--- src/rtl/noise_amp_sequencer.sv ---
// Purpose : sequences the 5-bit noise amplitude through OFF / FIXED / triangle RAMP / on-off BURST,
//           paced by sample_tick; config changes during a ramp/burst are held until the cycle boundary.
// Latency : 1 clk from config handshake to amp_out; steps land on the edge sampling the period-th tick.
// Backpressure: cfg_ready=1 when idle/holding; while busy, one config may be buffered (cfg_ready=!pend_valid).
//
// Ports:
//   clk, rst           - rising-edge clock, asynchronous active-high reset
//   sample_tick        - one-cycle sample-rate enable; the only thing the step counter counts
//   cfg_valid/cfg_ready- config handshake; cfg_mode (00 OFF, 01 FIXED, 10 RAMP, 11 BURST),
//                        cfg_amp (target amplitude), cfg_period (ticks per step, 0 behaves as 1)
//   amp_out            - registered amplitude to the noise generator
//   noise_active       - registered (amp_out != 0)
//   busy               - ramp or burst in progress
//   cycle_done         - one-clk pulse coincident with the first amplitude of a new ramp/burst cycle
module noise_amp_sequencer #(
    parameter int AMP_WIDTH    = 5,
    parameter int PERIOD_WIDTH = 16
) (
    input  logic                    clk,
    input  logic                    rst,
    input  logic                    sample_tick,
    input  logic                    cfg_valid,
    output logic                    cfg_ready,
    input  logic [1:0]              cfg_mode,
    input  logic [AMP_WIDTH-1:0]    cfg_amp,
    input  logic [PERIOD_WIDTH-1:0] cfg_period,
    output logic [AMP_WIDTH-1:0]    amp_out,
    output logic                    noise_active,
    output logic                    busy,
    output logic                    cycle_done
);

    localparam logic [2:0] ST_IDLE      = 3'd0;
    localparam logic [2:0] ST_HOLD      = 3'd1;
    localparam logic [2:0] ST_RAMP_UP   = 3'd2;
    localparam logic [2:0] ST_RAMP_DOWN = 3'd3;
    localparam logic [2:0] ST_BURST_ON  = 3'd4;
    localparam logic [2:0] ST_BURST_OFF = 3'd5;

    localparam logic [1:0] MODE_OFF   = 2'b00;
    localparam logic [1:0] MODE_FIXED = 2'b01;
    localparam logic [1:0] MODE_RAMP  = 2'b10;
    localparam logic [1:0] MODE_BURST = 2'b11;

    // Active configuration and running state
    logic [2:0]              state_q,      state_d;
    logic [AMP_WIDTH-1:0]    amp_q,        amp_d;
    logic                    active_q,     active_d;
    logic                    cycle_done_q, cycle_done_d;
    logic [1:0]              mode_q,       mode_d;
    logic [AMP_WIDTH-1:0]    target_q,     target_d;
    logic [PERIOD_WIDTH-1:0] period_q,     period_d;
    logic [PERIOD_WIDTH-1:0] tick_cnt_q,   tick_cnt_d;

    // One-deep pending slot for configs accepted while busy
    logic                    pend_valid_q,  pend_valid_d;
    logic [1:0]              pend_mode_q,   pend_mode_d;
    logic [AMP_WIDTH-1:0]    pend_amp_q,    pend_amp_d;
    logic [PERIOD_WIDTH-1:0] pend_period_q, pend_period_d;

    logic [PERIOD_WIDTH-1:0] eff_period;
    logic [PERIOD_WIDTH-1:0] last_cnt;
    logic [AMP_WIDTH-1:0]    amp_inc;
    logic [AMP_WIDTH-1:0]    amp_dec;
    logic                    busy_w;
    logic                    accept;
    logic                    step;
    logic                    boundary;
    logic                    apply;
    logic [1:0]              app_mode;
    logic [AMP_WIDTH-1:0]    app_amp;
    logic [PERIOD_WIDTH-1:0] app_period;

    assign busy_w     = (state_q != ST_IDLE) && (state_q != ST_HOLD);
    assign cfg_ready  = busy_w ? !pend_valid_q : 1'b1;
    assign accept     = cfg_valid && cfg_ready;
    assign eff_period = (period_q == '0) ? PERIOD_WIDTH'(1) : period_q;
    assign last_cnt   = eff_period - PERIOD_WIDTH'(1);
    assign step       = busy_w && sample_tick && (tick_cnt_q == last_cnt);
    assign amp_inc    = amp_q + AMP_WIDTH'(1);
    assign amp_dec    = amp_q - AMP_WIDTH'(1);

    always_comb begin
        state_d       = state_q;
        amp_d         = amp_q;
        mode_d        = mode_q;
        target_d      = target_q;
        period_d      = period_q;
        tick_cnt_d    = tick_cnt_q;
        pend_valid_d  = pend_valid_q;
        pend_mode_d   = pend_mode_q;
        pend_amp_d    = pend_amp_q;
        pend_period_d = pend_period_q;
        cycle_done_d  = 1'b0;
        boundary      = 1'b0;
        apply         = 1'b0;
        app_mode      = cfg_mode;
        app_amp       = cfg_amp;
        app_period    = cfg_period;

        // Ticks only count while a ramp/burst is running
        if (busy_w && sample_tick) begin
            tick_cnt_d = step ? '0 : tick_cnt_q + PERIOD_WIDTH'(1);
        end

        case (state_q)
            ST_IDLE, ST_HOLD: begin
                apply = accept;
            end
            ST_RAMP_UP: begin
                if (step) begin
                    // amp==target here only when target is 0: every step is then a boundary
                    if (amp_q == target_q) begin
                        boundary = 1'b1;
                    end else begin
                        amp_d = amp_inc;
                        // Turn around on reaching the peak so no step is spent sitting there
                        if (amp_inc == target_q) begin
                            state_d = ST_RAMP_DOWN;
                        end
                    end
                end
            end
            ST_RAMP_DOWN: begin
                if (step) begin
                    amp_d = amp_dec;
                    if (amp_dec == '0) begin
                        boundary = 1'b1;
                    end
                end
            end
            ST_BURST_ON: begin
                if (step) begin
                    state_d = ST_BURST_OFF;
                    amp_d   = '0;
                end
            end
            ST_BURST_OFF: begin
                if (step) begin
                    boundary = 1'b1;
                end
            end
            default: begin
                state_d = ST_IDLE;
                amp_d   = '0;
            end
        endcase

        if (boundary) begin
            cycle_done_d = 1'b1;
            // Default continuation: start the next cycle of the active mode
            if (mode_q == MODE_BURST) begin
                state_d = ST_BURST_ON;
                amp_d   = target_q;
            end else begin
                state_d = ST_RAMP_UP;
                amp_d   = '0;
            end
            if (pend_valid_q) begin
                apply        = 1'b1;
                app_mode     = pend_mode_q;
                app_amp      = pend_amp_q;
                app_period   = pend_period_q;
                pend_valid_d = 1'b0;
            end else if (accept) begin
                // Offer landing exactly on the boundary bypasses the pending slot
                apply = 1'b1;
            end
        end else if (busy_w && accept) begin
            pend_valid_d  = 1'b1;
            pend_mode_d   = cfg_mode;
            pend_amp_d    = cfg_amp;
            pend_period_d = cfg_period;
        end

        if (apply) begin
            mode_d     = app_mode;
            target_d   = app_amp;
            period_d   = app_period;
            tick_cnt_d = '0;
            case (app_mode)
                MODE_OFF: begin
                    state_d = ST_IDLE;
                    amp_d   = '0;
                end
                MODE_FIXED: begin
                    state_d = ST_HOLD;
                    amp_d   = app_amp;
                end
                MODE_RAMP: begin
                    state_d = ST_RAMP_UP;
                    amp_d   = '0;
                end
                default: begin
                    state_d = ST_BURST_ON;
                    amp_d   = app_amp;
                end
            endcase
        end

        active_d = (amp_d != '0);
    end

    always_ff @(posedge clk or posedge rst) begin
        if (rst) begin
            state_q       <= ST_IDLE;
            amp_q         <= '0;
            active_q      <= 1'b0;
            cycle_done_q  <= 1'b0;
            mode_q        <= MODE_OFF;
            target_q      <= '0;
            period_q      <= '0;
            tick_cnt_q    <= '0;
            pend_valid_q  <= 1'b0;
            pend_mode_q   <= MODE_OFF;
            pend_amp_q    <= '0;
            pend_period_q <= '0;
        end else begin
            state_q       <= state_d;
            amp_q         <= amp_d;
            active_q      <= active_d;
            cycle_done_q  <= cycle_done_d;
            mode_q        <= mode_d;
            target_q      <= target_d;
            period_q      <= period_d;
            tick_cnt_q    <= tick_cnt_d;
            pend_valid_q  <= pend_valid_d;
            pend_mode_q   <= pend_mode_d;
            pend_amp_q    <= pend_amp_d;
            pend_period_q <= pend_period_d;
        end
    end

    assign amp_out      = amp_q;
    assign noise_active = active_q;
    assign busy         = busy_w;
    assign cycle_done   = cycle_done_q;

endmodule
--- config.mk ---
export PLATFORM = sky130hd
export DESIGN_NAME = noise_amp_sequencer
export DESIGN_NICKNAME = d
export VERILOG_FILES = /design/src/rtl/noise_amp_sequencer.sv
export SDC_FILE = /design/constraint.sdc
export NUM_CORES = 1
export LEC_CHECK = 0
export CAP_MARGIN = 5
export CORE_MARGIN = 2
export CORE_UTILIZATION = 35
export DETAILED_ROUTE_END_ITERATION = 8
export GPL_TIMING_DRIVEN = 0
export PLACE_DENSITY_LB_ADDON = 0.25
export SYNTH_ARGS = -nofsm -noshare
export SYNTH_HDL_FRONTEND = slang
export SYNTH_SLANG_ARGS = --single-unit
export TNS_END_PERCENT = 50
--- constraint.sdc ---
create_clock -name clk -period 13.95 [get_ports clk]
set_input_delay 3.4875 -clock clk [delete_from_list [all_inputs] [get_ports clk]]
set_output_delay 3.4875 -clock clk [all_outputs]
set_load 0.01 [all_outputs]
---- Word-level counts from Yosys, hierarchy flattened ----
Index checks and enable logic that the tools add are counted.
cells by class
  add/sub/neg operators ................... 4
  multiply operators ...................... 0
  div/mod/pow operators ................... 0
  order comparisons ....................... 0
  equality and inequality tests ........... 17
  shifts and indexed selects .............. 0
  mux-type cells .......................... 42
  bitwise operators ....................... 1
  reduce and logical (&&, ||, !) cells .... 20
operators with widths
  kind                                                 number
  two-way mux 16 bit                                   6
  two-way mux 5 bit                                    10
  two-way mux 3 bit                                    7
  case mux 5 bit (4 select lines)                      1
  case mux 3 bit (3 select lines)                      2
  adder 16 x 1 -> 16 bit (second input constant)       1
  == test 16 bit                                       1
  zero test 16 bit                                     1
  != test 4 bit (second input constant)                4
  subtractor 16 x 1 -> 16 bit (second input constant)  1
  two-way mux 1 bit                                    13
  == test 5 bit                                        2
  == test 3 x 2 -> 1 bit (second input constant)       2
  == test 3 bit (second input constant)                2
  != test 3 x 1 -> 1 bit (second input constant)       2
  adder 5 x 1 -> 5 bit (second input constant)         1
  logical AND 1 bit                                    5
  zero test 5 bit                                      1
  AND reduction 5 bit                                  1
  nonzero test 5 bit                                   1
  subtractor 5 x 1 -> 5 bit (second input constant)    1
  == test 2 bit (second input constant)                2
  two-way mux 2 bit                                    2
  nonzero test 2 bit                                   2
  other kinds (12)                                     13
word-level totals
  bits in registers ....................... 73
  latch bits .............................. 0
  bits in writable memories ............... 0
  memory bits (read-only) ................. 0
  input bits .............................. 27
  output and inout bits ................... 9
  memories kept ........................... 0

---- Depth between registers and ports, before layout ----
Gate-level depths: netlist (run 1).
  depth after elaboration ................. 13
  mapped depth ............................ 18

---- Worst setup path before layout (run 1) ----
OpenSTA, ideal clock, no wires.
  kind .................................... input -> register
  start point ............................. input sample_tick
  end point ............................... register active_q (netlist: noise_active)
  arrival time ............................ 6402 ps
  required time ........................... 13812 ps
  setup slack ............................. 7410 ps
  stages .................................. 15
  path buffers ............................ 2
  cell sequence ........................... o21a_1 clkbuf_1 nand3_1 or4_1 nor4b_2 and3_1 buf_2 nand3_2 ha_1 nor3_1 a21oi_1 o22a_1 a21oi_1 nor4_1 or4b_1
between the ends
  word-level cells in the longest chain between the ends .. 10
  elaborated cells on any way between the ends .. 20
RTL lines
  element                                                  line           RTL
  start: declaration                                       21             input logic sample_tick,
  logical AND 1 bit (*) (2 in a row)                       79             assign step = busy_w && sample_tick && (tick_cnt_q == last_cnt);
  two-way mux 1 bit (on tied branches)                     139, 111, 125
  case mux 1 bit (3 select lines)                          106            case (state_q)
  two-way mux 2 bit                                        149            if (boundary) begin
  == test 2 bit / zero test 2 bit (equally long branches)  181            case (app_mode)
  OR reduction 2 bit (no line)                             -
  two-way mux 5 bit                                        181
  two-way mux 5 bit (*)                                    176            if (apply) begin
  nonzero test 5 bit (*)                                   201            active_d = (amp_d != '0);
  via active_d                                             48             logic active_q, active_d;
  end signal: assignment                                   221            active_q <= active_d;
  end: declaration                                         48
The timed path passes the listed nets; every way through them passes the cells marked *.
A chain may end at the register's enable or synchronous reset.

---- Worst setup path after layout (run 1) ----
Ends and elaborated chain as after synthesis.

==> flow_summary.yaml, run 1 <==
outcome:
  outcome: "completed"
die:
  initial_core_util_pct: 36.1
  die_x_microns: 121
  num_rows: 42
  dieArea_sq_um: 14700
  ios: 36
  core_sq_um: 13300
  die_height_microns: 121
flow_run:
  cap_violations: 0
finish:
  final_util_pct: 42.8
  syn_to_final_growth_pct: 18.5
  multi_input_area_sq_um: 2800
  finalNetCount: 591
  mostFrequentLayoutCell: "dfrtp_1"
  design_area_sq_um: 5690
  num_antenna_cells: 0
  drive_gt1_share_pct: 13.5
  final_cell_mix: "73 x dfrtp_1, 61 x nor2_1, 36 x a21oi_1"
  fill_cells: 1322
  seqCellArea_sq_um: 1830
sta:
  final_hold_viol_count: 0
  rsz0062_at_grt: "no"
  setup_violations: 0
  worst_pin_slew_ps: 793
  final.period_utilization_pct: 53.6
  slew_headroom_pct: 47.2
  fmax_mhz: 134
  fin_setup_tns_ps: 0
  fin_crit_ps: 7470
  drv_slew: 0
  fin_skew_ps: 6.57
setup_path:
  required_ps: 14160
  arrival_ps: 7680
  critPathMaxFanout: 9
  critPathKind: "input port to flip-flop"
  startpoint_type: "input port"
  worstSetupEndpointType: "flip-flop"
global_route:
  grt_pass1_vias: 3997
  track_usage_pct: 18.2
  overflow: 0
  grt_pass1_wl_microns: 21000
  grt_start_max_net_pins: 64
  antenna_found_initial: 0
clock_network:
  clock_sinks: 73
  ctsResizeCount: 0
  path_clk_slew_ps: 60
  post_cts_buffers: 0
  cts_made_buffers: 9
  cts_tree: "built"
  cts_hold_buf: 0
  clock_path_buffers: 2
  clk_latency_ps: 340
  root_buffer: "clkbuf_16"
  cts_max_level: 3
detailed_routing:
  wl_per_cell_microns: 17.3
  antenna_left: 0
  vias: 4034
  routed_wl_microns: 12800
  route.detailed.drc: 0
  drtIter0Drc: 204
  vias_per_cell: 5.46
  first_pass_iters: 5
power_and_ir_drop:
  pwr_density_cell_nw_per_um2: 98.2
  vdd_drop_max_v: 0.0000801
  leakage_uw: 0.00259
yosys:
  synth-edff-count: 0
  synth_nets: 544
  ys_types: 67
  synthCells: 511
  postSynthAreaPerCell_sq_um: 9.40
  async_flop_share_pct: 100
  ys_warn_count: 0
  ys_seq_area_share_pct: 38.1
  synth_seq_cells: 73
  synth_ff_type: "dfrtp_1"
  synth_area_sq_um: 4800
placement:
  place_congestion: 0.881
  place_area_sq_um: 5400
  io_buffer_count: 35
  hpwl_microns: 9700
worst_hold_path:
  worst_hold_path_type: "flip-flop to flip-flop"
[path summary, 6_finish.rpt]
path	slack [ps]	from	cells after the start	endpoint
worst max-delay path	6480	sample_tick	16	noise_active$_DFF_PP0_
worst min-delay path	500	pend_period_q[2]$_DFFE_PP0P_	1	pend_period_q[2]$_DFFE_PP0P_
worst max register to register	8520	period_q[15]$_DFFE_PP0N_	17	noise_active$_DFF_PP0_
worst min register to register	500	pend_period_q[2]$_DFFE_PP0P_	1	pend_period_q[2]$_DFFE_PP0P_
max in group asynchronous	9990	rst	3	tick_cnt_q[14]$_DFFE_PP0P_
min in group asynchronous	3410	rst	2	pend_amp_q[1]$_DFFE_PP0P_
[cell families (layout without fill, tap and decap cells)]
family	after synthesis	count (layout)	share of synthesized area (%)
muxes	54	54	12.0
DFF	73	73	38.1
buffers and inverters	43	95	3.73
and+or+nand+nor	193	193	22.3
adders and majority gates	6	6	1.56
xor gates and xnor gates	44	44	8.03
AOI/OAI and AO/OA	98	98	14.4
[through the flow]
step                      total power, uW  hold WS (ps)  setup slack (ps)  cells
after global placement                330           486              6190    722
final                                 559           503              6480    739
after CTS                             562           505              6490    739
after detailed placement              334           492              6150    723
after global routing                  584           515              6240    739
after floorplan                       302           479              7410    511
[layout make-up]
type	instances	area share, %
multi-input cells	395	49.1
flip-flops and latches	73	32.1
repair buffers	36	6.64
clock inverters	5	0.989
clock buffers	11	4.09
plain buffers	28	2.15
inverters	15	1.03
well taps	176	3.87
[registers in the layout, summed over array words and instances, names as in the netlist]
signal and flops:
period_q 16, tick_cnt_q 16, pend_amp_q 5, pend_period_q 16, state_q 3, amp_out 5, target_q 5, pend_mode_q 2
pend_valid_q 1, noise_active 1, mode_q 2, cycle_done 1
[where the power goes]
part,internal (uW),switching [uW],leakage (uW)
Sequential,224,19.2,0.000951
Clock,138,90.2,0.000139
Combinational,39.6,48.0,0.00150
Total,402,157,0.00259
[Yosys cell counts (3+ instances only)]
master,n,area (sq um)
xnor2_1,22,193
buf_2,11,55.1
nor2b_1,4,25.0
nor3_1,9,45.0
dfrtp_1,73,1830
o21a_1,3,22.5
a21o_1,3,22.5
ha_1,6,75.1
o31ai_1,3,22.5
or4_1,4,30.0
nor4_1,6,37.5
inv_1,14,52.6
clkbuf_1,14,52.6
or3_1,4,25.0
nor3b_1,6,45.0
o211ai_1,3,22.5
nor4_2,4,50.1
nand3_1,15,75.1
o31a_1,3,26.3
nor2_1,61,229
a211o_1,3,26.3
nand4_1,13,81.3
o21ai_0,10,50.1
nand2b_1,5,31.3
nand2_1,34,128
a31oi_1,6,37.5
a41oi_1,3,26.3
mux2_2,28,315
a22oi_1,3,22.5
a221o_1,3,30.0
a21oi_1,36,180
xor2_1,22,193
mux2i_1,26,260
and3_1,9,56.3
[metal layers]
layer / part of all wire [%] / vias up / global-route usage (%)
li1: - / 1946 / -
met1: 47 / 1978 / 25.3
met2: 47 / 94 / 28.8
met3: 4.3 / 16 / 2.91
met4: 1.5 / 0 / 6.18
met5: 0 / - / 0
[worst max-delay path, stage by stage]
cell             delay (ps)
clkdlybuf4s50_1         490
o21a_1                  130
clkbuf_1                320
nand3_1                 120
or4_1                   430
nor4b_2                 430
and3_1                  210
buf_2                   220
nand3_2                 260
ha_1                    400
nor3_1                   50
a21oi_1                 120
o22a_1                  150
a21oi_1                  90
nor4_1                  310
or4b_1                  460
Note: power is estimated with default switching activity, not from simulation.
==> run 2: changes to the inputs <==
==> constraint.sdc (replaced) <==
create_clock -name clk -period 7.6 [get_ports clk]
set_input_delay 1.9 -clock clk [delete_from_list [all_inputs] [get_ports clk]]
set_output_delay 1.9 -clock clk [all_outputs]
set_load 0.01 [all_outputs]
==> results of run 2 <==
The final DEF is identical to that of run 1. Status: completed.
Among the figures that moved: setup slack after placement 6150 ps -> 1390 ps; setup slack after layout 6480 ps -> 1710 ps; register-to-register setup slack 8520 ps -> 2170 ps; total power 559 uW -> 1030 uW; worst IR drop on VDD 0.0000801 V -> 0.000147 V
==> run 3: changes to the inputs <==
==> constraint.sdc (replaced) <==
create_clock -name clk -period 4.9 [get_ports clk]
set_input_delay 1.225 -clock clk [delete_from_list [all_inputs] [get_ports clk]]
set_output_delay 1.225 -clock clk [all_outputs]
set_load 0.01 [all_outputs]
==> run 3 against run 2 <==
Effect of this change:
- largest cell class unchanged
- worst hold slack hardly changed
- clock skew is 1.4 ps lower
- setup slack worse by 1500 ps
- register-to-register slack worse by 1900 ps
- clock power grew 55%
- final cell count grew 0.81%
- first-iteration DRC count decreased by 6.4%
- largest power group unchanged
- critical endpoint unchanged
- combinational power rose by 62%
- wire length grew 2.5%
- flip-flop and latch count unchanged
- via count rose by 1.9%
- sequential share of layout area decreased by 0.62 points
==> flow_summary.yaml, run 3 (synthesis gave the netlist of run 1 again) <==
die:
  die_height_microns: 121
  core_sq_um: 13300
  die_x_microns: 121
  num_rows: 42
  dieArea_sq_um: 14700
  initial_core_util_pct: 36.1
  ios: 36
clock_network:
  root_buffer: "clkbuf_16"
  cts_max_level: 3
  path_clk_slew_ps: 60
  clock_sinks: 73
  clock_path_buffers: 2
  clk_latency_ps: 340
  cts_hold_buf: 0
  cts_made_buffers: 9
  cts_tree: "built"
sta:
  fin_crit_ps: 4640
  setup_violations: 0
  final.period_utilization_pct: 94.7
  fin_setup_tns_ps: 0
  slew_headroom_pct: 47.3
  fmax_mhz: 215
  drv_slew: 0
  fin_skew_ps: 5.19
  holdWs_ps: 503
  setup_ws_ps: 257
  worst_pin_slew_ps: 790
  final_hold_viol_count: 0
placement:
  place_congestion: 0.881
  post-place-ws_ps: -635
  io_buffer_count: 35
  hpwl_microns: 9700
global_route:
  grt_pass1_vias: 4027
  grtUsageMet3_pct: 2.82
  track_usage_pct: 18.4
  grt_pass1_wl_microns: 21200
  antenna_found_initial: 0
  grt_start_max_net_pins: 64
  overflow: 0
  globalRouteMet1Util_pct: 25.4
  met2_usage_pct: 29.2
  busiest_layer: "met2"
detailed_routing:
  vias: 4110
  routed_wl_microns: 13100
  antenna_left: 0
  drtIter0Drc: 191
  wl_per_cell_microns: 17.6
  vias_per_cell: 5.52
  route.detailed.drc: 0
  first_pass_iters: 5
finish:
  fill_cells: 1314
  finalNetCount: 597
  mostFrequentLayoutCell: "dfrtp_1"
  largestRegisters: "pend_period_q (16), period_q (16), tick_cnt_q (16)"
  syn_to_final_growth_pct: 20.8
  num_antenna_cells: 0
  final_cell_mix: "73 x dfrtp_1, 61 x nor2_1, 36 x a21oi_1"
  drive_gt1_share_pct: 15.3
  final_util_pct: 43.6
setup_path:
  required_ps: 5110
  critPathKind: "flip-flop to flip-flop"
  startpoint_type: "flip-flop"
  r2r_setup_slack_ps: 260
  critPathMaxFanout: 9
  worstSetupEndpointType: "flip-flop"
  arrival_ps: 4850
flow_run:
  cap_violations: 0
power_and_ir_drop:
  pwr_density_cell_nw_per_um2: 276
  p_total_uw: 1600
  vdd_drop_max_v: 0.000227
  leakage_uw: 0.00264
worst_hold_path:
  worst_hold_path_type: "flip-flop to flip-flop"
outcome:
  outcome: "completed"
run 3: final cells by class:
type	instances	area [sq um]	area share (%)
sequential	73	1830	31.5
buffer	27	121	2.09
clock buffer	11	233	4.01
multi-input combinational	395	2860	49.2
clock inverter	5	56.3	0.970
inverter	15	58.8	1.01
timing repair buffer	43	430	7.42
tap	176	220	3.80
run 3: critical path, cell delays in order (launching register included):
cell and delay [ps]:
dfrtp_1 480, nor4_4 390, a41oi_1 200, ha_2 360, xor2_1 200, nand3_1 100, or4_1 450, nor4b_4 280
and3_1 190, clkbuf_4 210, nand3_4 160, ha_1 360, nor3_1 50, a21oi_1 120, o22a_1 150, a21oi_1 100
nor4_2 260, or4b_1 460
run 3: worst paths after layout:
| check | start | to | cells past startpoint |
|---|---|---|---|
| worst min-delay path | pend_period_q[2]$_DFFE_PP0P_ | pend_period_q[2]$_DFFE_PP0P_ | 1 |
| worst max-delay path | period_q[1]$_DFFE_PP0N_ | noise_active$_DFF_PP0_ | 17 |
| max in group asynchronous | rst | tick_cnt_q[14]$_DFFE_PP0P_ | 3 |
| min in group asynchronous | rst | pend_amp_q[1]$_DFFE_PP0P_ | 2 |
| worst max register to register | period_q[1]$_DFFE_PP0N_ | noise_active$_DFF_PP0_ | 17 |
| worst min register to register | pend_period_q[2]$_DFFE_PP0P_ | pend_period_q[2]$_DFFE_PP0P_ | 1 |
run 3: power breakdown:
group	switching (uW)	internal, uW	total, uW
clock	256	394	649
sequential	56.4	637	693
combinational	142	119	261
total	454	1150	1600
run 3: repair_timing:
action,in CTS,in global routing
setup buffers,3,4
pin swaps,3,2
gates resized for setup,6,4
setup endpoints to repair,25,5
run 3: through the flow:
stage,instances,cell area (sq um)
after floorplan,511,4800
after global placement,722,5370
after detailed placement,723,5400
after CTS,741,5750
after global routing,745,5800
final,745,5800
run 3: per-layer routing:
layer | part of all wire, % | vias to the layer above
li1 | - | 1964
met1 | 46 | 2016
met2 | 47 | 111
met3 | 5.2 | 19
met4 | 2.0 | 0
met5 | 0 | -
==> RTL change (flow settings as in run 3) <==
The parameter `AMP_WIDTH` goes from 5 to 7.
--- a/src/rtl/noise_amp_sequencer.sv
+++ b/src/rtl/noise_amp_sequencer.sv
@@ -14,5 +14,5 @@
 //   cycle_done         - one-clk pulse coincident with the first amplitude of a new ramp/burst cycle
 module noise_amp_sequencer #(
-    parameter int AMP_WIDTH    = 5,
+    parameter int AMP_WIDTH    = 7,
     parameter int PERIOD_WIDTH = 16
 ) (
Ports: changed (resized amp_out and cfg_amp); port bits go from 36 to 40. The function was not compared with the original's and may differ.
==> RTL change against run 3 <==
  * Worst setup slack worse by 0.034 ns
  * Utilization down 0.49 points
  * Routed wire length up 4.6%
  * Design area up 7.7%
  * Global-route usage down 0.55 points
  * Final cell count up 7.1%
  * Sequential cell count up 6
  * Count of clock-buffer cells in the layout down 2
  * First-iteration DRC count up 35%
  * Largest power group is now clock
  * Synthesized area up 7.7%
  * Total power up 14%
==> RTL change: results (changes against run 3) <==
* Skew final at 0.00559 ns (+0.000405 ns)
* R2R setup slack at 0.22 ns (-0.03 ns)
* Reg area at 0.00198 mm2 (+8.6%)
* Hold slack at 0.491 ns (-0.0117 ns)
* Clock buffer count at 9 (-2)
* Hold_sp: pend_amp_q[1]
* Global routing met1 resource utilization at 0.254 (-0.000503)
* DR pass1 iterations at 4 (-1)
* Clock share of power at 0.413 (+0.008)
* Total wire length at 13700 um (+4.6%)
* Largest regs: pend_period_q x16, period_q x16, tick_cnt_q x16
* Final non-clock buffer share at 0.0961 (+0.00103)
* Routability cong. at 0.925 (+4.9%)
* Normalized max-slew margin at 0.483 (+0.0102)
* Total GRT Usage at 0.179 (-0.00546)
* DR iter-0 viols at 257 (+35%)
* Crit path max fanout at 5 (-4)
* Chip width at 126 um (+3.7%)
* Final Cycle Share at 0.954 (+0.00700)
* Flop pwr share at 0.412 (-0.020)
* Post-Layout Inst Area at 0.00625 mm2 (+7.7%)
* Syn nets at 594 (+9.2%)
* Metal-1 WL at 6590 um (+9.1%)
* Crit path launch: sample_tick
* Nonclk buf count at 71 (+1.4%)
* Via Count at 4411 (+7.3%)
* Post-CTS setup buffers at 0 (-3)
* Signal inverters at 20 (+5)
* Hold path endpoint: pend_amp_q[1]
* P_leak at 2.61 nW (-1.2%)
* Pre-CTS setup slack at -0.541 ns (+0.0942 ns)
* #MultiIn Comb at 428 (+8.4%)
* Flip-flop and latch count at 79 (+8.2%)
* Gates resized, CTS repair at 9 (+3)
* Mean routed wirelength per cell at 17.2 um (-2.3%)
* Multi-input logic area at 0.00303 mm2 (+6.0%)
* Critical R2R Launch: period_q[8]
* Worst EP arrival at 4.89 ns (+0.04 ns)
* Met3 wire len at 669 um (-2.3%)
* Power Total at 1.82 mW (+14%)
* Vias in the first global route at 4337 (+7.7%)
* Met2 WL at 6210 um (+1.5%)
* Sequential-to-total area share from yosys stat at 0.382 (+0.00169)
* Inst Count DP at 783 (+8.3%)
* Most frequent cells after synthesis: 79 x dfrtp_1, 59 x nand2_1, 49 x nor2_1
* Dpl hpwl at 10300 um (+6.2%)
* Netlist cell types at 75 (+12%)
* Run status: finished clean
* Share of layout cells above drive strength 1 at 0.121 (-0.0324)
* Clock buf/inv share at 0.0529 (+0.00306)
* Port Buffers at 39 (+11%)
* Met3 usage at 0.0291 (+0.000902)
* First-pass GRT wire length at 22700 um (+7.2%)
-- RTL change: changes by cell type after synthesis, sizes merged, moves of 5 or more --
cell / run 3 / this run
a21oi: 36 / 18
clkbuf: 14 / 21
dfrtp: 73 / 79
inv: 14 / 20
nand2: 34 / 59
nand4: 14 / 6
nor2: 61 / 50
nor4: 11 / 16
o21ai: 11 / 37
-- RTL change: logic make-up (layout without fill, tap and decap cells) --
kind of cell    count (synthesis)  in the layout  synth area share
simple gates                  205            205             0.209
compound gates                117            117             0.156
flops                          79             79             0.382
mux                            58             58             0.120
buf+inv                        52            107            0.0477
xor+xnor                       42             42            0.0711
fa+ha+maj                       6              6            0.0145
-- RTL change: worst max-delay path: cells and delay by family --
kind | cells | cell delay (ns)
AND/OR/NAND/NOR | 5 | 1.38
adder cells (fa/ha/maj) | 1 | 0.33
buffers and inverters | 1 | 0.51
AO/OA/AOI/OAI | 7 | 1.44
